==> src/rtl/pe_acc_drain.sv <==
// pe_acc_drain: systolic MAC element with tagged operands, result hold register and column drain chain
module pe_acc_drain #(
    parameter int DATA_W   = 8,
    parameter int ACC_W    = 24,
    parameter int SIGNED   = 0,
    parameter int SATURATE = 1
) (
    input  logic              clk,
    input  logic              rst,
    input  logic [DATA_W-1:0] a_in,
    input  logic              a_vld_in,
    input  logic              last_in,
    input  logic [DATA_W-1:0] b_in,
    input  logic              b_vld_in,
    output logic [DATA_W-1:0] a_out,
    output logic              a_vld_out,
    output logic              last_out,
    output logic [DATA_W-1:0] b_out,
    output logic              b_vld_out,
    input  logic              load_en,
    input  logic              shift_en,
    input  logic [ACC_W-1:0]  chain_in,
    input  logic              chain_sat_in,
    input  logic              chain_vld_in,
    output logic [ACC_W-1:0]  chain_out,
    output logic              chain_sat_out,
    output logic              chain_vld_out,
    output logic              ovr
);
    localparam int PW = 2 * DATA_W;
    localparam int XW = ACC_W + 1 - PW;

    logic              fire;
    logic signed [PW-1:0] ps;
    logic [PW-1:0]     pu;
    logic [ACC_W:0]    p_ext;
    logic [ACC_W:0]    acc_ext;
    logic [ACC_W:0]    sum;
    logic              ovf;
    logic [ACC_W-1:0]  clamp;
    logic [ACC_W-1:0]  res;
    logic [ACC_W-1:0]  acc;
    logic              sat;
    logic [ACC_W-1:0]  hold;
    logic              hold_sat;
    logic              hold_vld;

    // Product, widened sum and overflow clamp; sum carries one guard bit so overflow is visible
    always_comb begin
        fire    = a_vld_in & b_vld_in;
        ps      = $signed(a_in) * $signed(b_in);
        pu      = a_in * b_in;
        p_ext   = (SIGNED != 0) ? {{XW{ps[PW-1]}}, ps} : {{XW{1'b0}}, pu};
        acc_ext = (SIGNED != 0) ? {acc[ACC_W-1], acc} : {1'b0, acc};
        sum     = acc_ext + p_ext;
        ovf     = (SATURATE != 0) & ((SIGNED != 0) ? (sum[ACC_W] ^ sum[ACC_W-1]) : sum[ACC_W]);
        clamp   = (SIGNED != 0) ? (sum[ACC_W] ? {1'b1, {(ACC_W-1){1'b0}}} : {1'b0, {(ACC_W-1){1'b1}}})
                                : {ACC_W{1'b1}};
        res     = ovf ? clamp : sum[ACC_W-1:0];
    end

    // Row and column operand forwarding, unconditional every cycle
    always_ff @(posedge clk or posedge rst) begin
        if (rst) begin
            a_out     <= '0;
            a_vld_out <= 1'b0;
            last_out  <= 1'b0;
            b_out     <= '0;
            b_vld_out <= 1'b0;
        end else begin
            a_out     <= a_in;
            a_vld_out <= a_vld_in;
            last_out  <= last_in;
            b_out     <= b_in;
            b_vld_out <= b_vld_in;
        end
    end

    // Accumulate, capture completed dot products into hold, flag dropped results
    always_ff @(posedge clk or posedge rst) begin
        if (rst) begin
            acc      <= '0;
            sat      <= 1'b0;
            hold     <= '0;
            hold_sat <= 1'b0;
            hold_vld <= 1'b0;
            ovr      <= 1'b0;
        end else begin
            if (fire & !last_in) begin
                acc <= res;
                sat <= sat | ovf;
            end
            if (fire & last_in) begin
                acc <= '0;
                sat <= 1'b0;
                if (!hold_vld | load_en) begin
                    hold     <= res;
                    hold_sat <= sat | ovf;
                    hold_vld <= 1'b1;
                end else begin
                    ovr <= 1'b1;
                end
            end else if (load_en) begin
                hold_vld <= 1'b0;
            end
        end
    end

    // Drain chain: parallel load from hold takes priority over shifting from the PE above
    always_ff @(posedge clk or posedge rst) begin
        if (rst) begin
            chain_out     <= '0;
            chain_sat_out <= 1'b0;
            chain_vld_out <= 1'b0;
        end else if (load_en) begin
            chain_out     <= hold;
            chain_sat_out <= hold_sat;
            chain_vld_out <= hold_vld;
        end else if (shift_en) begin
            chain_out     <= chain_in;
            chain_sat_out <= chain_sat_in;
            chain_vld_out <= chain_vld_in;
        end
    end
endmodule
==> config.mk <==
export PLATFORM = sky130hd
export DESIGN_NAME = pe_acc_drain
export DESIGN_NICKNAME = d
export VERILOG_FILES = /design/src/rtl/pe_acc_drain.sv
export SDC_FILE = /design/constraint.sdc
export NUM_CORES = 1
export LEC_CHECK = 0
export ABC_AREA = 1
export BUFFER_PORTS_ARGS = -buffer_cell sky130_fd_sc_hd__buf_2
export CAP_MARGIN = 5
export CORE_MARGIN = 4
export CORE_UTILIZATION = 59
export DETAILED_ROUTE_END_ITERATION = 8
export PLACE_DENSITY = 0.84
export SLEW_MARGIN = 15
export SYNTH_ARGS = -nofsm -noshare
export SYNTH_HDL_FRONTEND = slang
export SYNTH_SLANG_ARGS = --single-unit
==> constraint.sdc <==
create_clock -name clk -period 5.2 [get_ports clk]
set_clock_uncertainty 0.2 [all_clocks]
set_input_delay 0.78 -clock clk [delete_from_list [all_inputs] [get_ports clk]]
set_output_delay 0.78 -clock clk [all_outputs]
set_load 0.005 [all_outputs]
==> results.yml <==
synthesis:
  yosysWarningCount: 0
  synthesis.area_sq_um: 6930
  syn_inst: 897
  yosysSeqAreaShare_pct: 35.0
  avgSynthCellArea_sq_um: 7.72
  ys_types: 29
  syn_nets: 1037
  ys_ff_latch: 97
floorplanning:
  top_level_ports: 95
  rows: 39
  initial_utilization_pct: 60.4
  core-area_sq_um: 11500
  die_area_sq_um: 13500
  die_height_um: 116
  die_x_um: 116
clocking:
  postCtsHoldBufs: 0
  cts_buffers: 9
  clock_sinks: 97
  clock_latency_ps: 360
  root_buffer: "clkbuf_16"
  cts_tree: "yes"
  clkTransAtPathRegs_ps: 80
  clockBufferDepth: 2
  cts_max_level: 3
  postCtsSetupRepairBufs: 0
  post_cts_resized: 0
pwr:
  internal_power_mw: 2.41
  p_comb_share_pct: 60.4
  seq_power_share_pct: 22.6
  power_per_cell_area_nw_per_um2: 557
  clockPowerShare_pct: 17.0
  leakagePower_nw: 4.70
  power_mw: 4.43
  switching_share_pct: 45.7
  p_switching_mw: 2.02
  ir_drop_v: 0.000368
grt:
  antenna_found_initial: 0
  grt_max_degree: 70
  grt_pass1_vias: 6092
  grt_pass1_wl_um: 27800
  grtUsageTotal_pct: 26.2
  overflow: 0
routing:
  totalWireLength_um: 16300
  remaining_drc_errors: 0
  drtPass1Iterations: 5
  wl_per_cell_um: 14.3
  viasPerCell: 5.23
  num_vias: 5960
  drt_iter0_drc: 341
  ant_nets: 0
cells_and_area:
  fillers: 930
  fin_nets: 1132
  drive_gt1_share_pct: 14.5
  layout.area.seq_sq_um: 2430
  layout_common_cells: "nand2_1 (268), inv_1 (191), dfrtp_1 (97)"
  multiInputGateArea_sq_um: 3610
  insertedDiodeCount: 0
  layout_commonest_cell: "nand2_1"
  post-route-util_pct: 69.3
  syn_to_final_growth_pct: 14.7
job:
  maxCapViolations: 0
timing:
  period_share_pct: 91.9
  whs_ps: 287
  worstMarginPinSlew_ps: 911
  setup_tns_ps: 0
  slew_viol_final: 0
  relSlewSlack_pct: 39.2
  fmax_ghz: 0.209
  rsz0062_at_grt: "no"
  hold_violations: 0
  post-route-min-period_ps: 4780
  finalSetupViolCount: 0
critical_path:
  cp-start-kind: "primary input"
  end_kind: "flip-flop"
  arrival_ps: 4830
  cp_data_required_time_ps: 5250
  cp_max_fo: 19
  critPathKind: "primary input to flip-flop"
min_path:
  hold_path_class: "flip-flop to flip-flop"
place:
  io_buffers: 94
  dpl.hpwl_um: 12500
  place_congestion: 0.937
run_status:
  outcome: "finished, final reports clean"
[critical path, cell delays in order]
cell and delay [ps]:
buf_2 180, nand2_1 100, fa_1 540, inv_1 50, fa_1 460, fa_1 540
inv_1 50, fa_1 530, inv_1 40, ha_1 310, nand2_1 70, nand2_1 80
nand2_1 60, nand2_1 70, nand2_1 60, nand2_1 70, nand2_1 110, nand2_1 130
nor2_8 270, nand3_1 170, nand2_1 90, nand2_1 60
[metal layers]
| metal | part of all wire [%] | up-vias | GRT usage (%) |
|---|---|---|---|
| li1 | - | 2879 | - |
| met1 | 42 | 2838 | 33.9 |
| met2 | 49 | 196 | 42.6 |
| met3 | 5.4 | 47 | 4.20 |
| met4 | 4.1 | 0 | 13.5 |
| met5 | 0 | - | 0 |
[path summary, 6_finish.rpt]
kind | startpoint | cells after the start | end | slack (ps)
min in group asynchronous | rst | 2 | chain_out[1]$_DFFE_PP0P_ | 410
max in group asynchronous | rst | 3 | acc[18]$_DFFE_PP0P_ | 3480
setup reg to reg | acc[7]$_DFFE_PP0P_ | 20 | acc[18]$_DFFE_PP0P_ | 830
setup / recovery | a_in[5] | 22 | acc[16]$_DFFE_PP0P_ | 420
hold / removal | ovr$_DFFE_PP0P_ | 1 | ovr$_DFFE_PP0P_ | 290
hold reg to reg | ovr$_DFFE_PP0P_ | 1 | ovr$_DFFE_PP0P_ | 290
[through the flow]
stage	instances	worst slack, ps	cell area [sq um]
final	1140	420	7940
after global routing	1140	59.9	7940
after CTS	1140	410	7940
after detailed placement	1124	30.8	7610
after global placement	1124	126	7610
after floorplan	897	288	6930
[synthesized netlist by cell type]
cell type  count  area [sq um]
a31oi_1        4          25.0
fa_1          50          1000
nor2_1        64           240
o21ai_0       20           100
xnor2_1        4          35.0
buf_2          1          5.00
a21oi_1       10          50.1
inv_1        192           721
nand2_4        2          22.5
ha_1          41           513
and2_4         1          8.76
o21bai_1       1          7.51
buf_8          1          15.0
nand3_2        1          10.0
dfrtp_1       97          2430
clkinv_1       4          15.0
o21ai_1        3          15.0
nor2_8         1          20.0
clkbuf_1      29           109
nand3_1       26           130
and2_1         4          25.0
xor2_1         4          35.0
buf_4          2          15.0
nor3_1        30           150
o22ai_1       30           188
nand2_1      268          1010
inv_2          3          11.3
nand2_2        3          18.8
or2_1          1          6.26
[state kept, by name (all words and copies together) (netlist names)]
name / cells
last_out: 1
chain_vld_out: 1
sat: 1
chain_out: 24
a_out: 8
acc: 24
hold_sat: 1
b_vld_out: 1
chain_sat_out: 1
b_out: 8
a_vld_out: 1
ovr: 1
hold_vld: 1
hold: 24
[power groups by stage]
stage	Clock, mW	Combinational (mW)	Sequential, mW
after global routing	0.789	3.07	1.02
after detailed placement	0	2.65	1.01
final	0.754	2.67	1.00
after global placement	0	2.60	1.01
after CTS	0.761	2.68	1.00
after floorplan	0	1.87	0.992
[area by class of cell]
cell class                      instances  share of cell area (%)
Tap cell                              143                    2.25
Inverter                              199                    9.43
Multi-Input combinational cell        568                    45.4
Sequential cell                        97                    30.6
Clock buffer                            9                    2.84
Clock inverter                          7                    1.42
Timing Repair Buffer                  117                    8.10
[kinds of logic (layout without fill, tap and decap cells)]
family,count (synthesis),count (layout),share of synthesized area [%]
adders and majority gates,91,91,21.9
DFF,97,97,35.0
buffers and inverters,232,332,12.9
and+or+nand+nor,401,401,23.6
AOI/OAI and AO/OA,68,68,5.56
xor gates and xnor gates,8,8,1.01
Note: power is estimated with default switching activity, not from simulation.
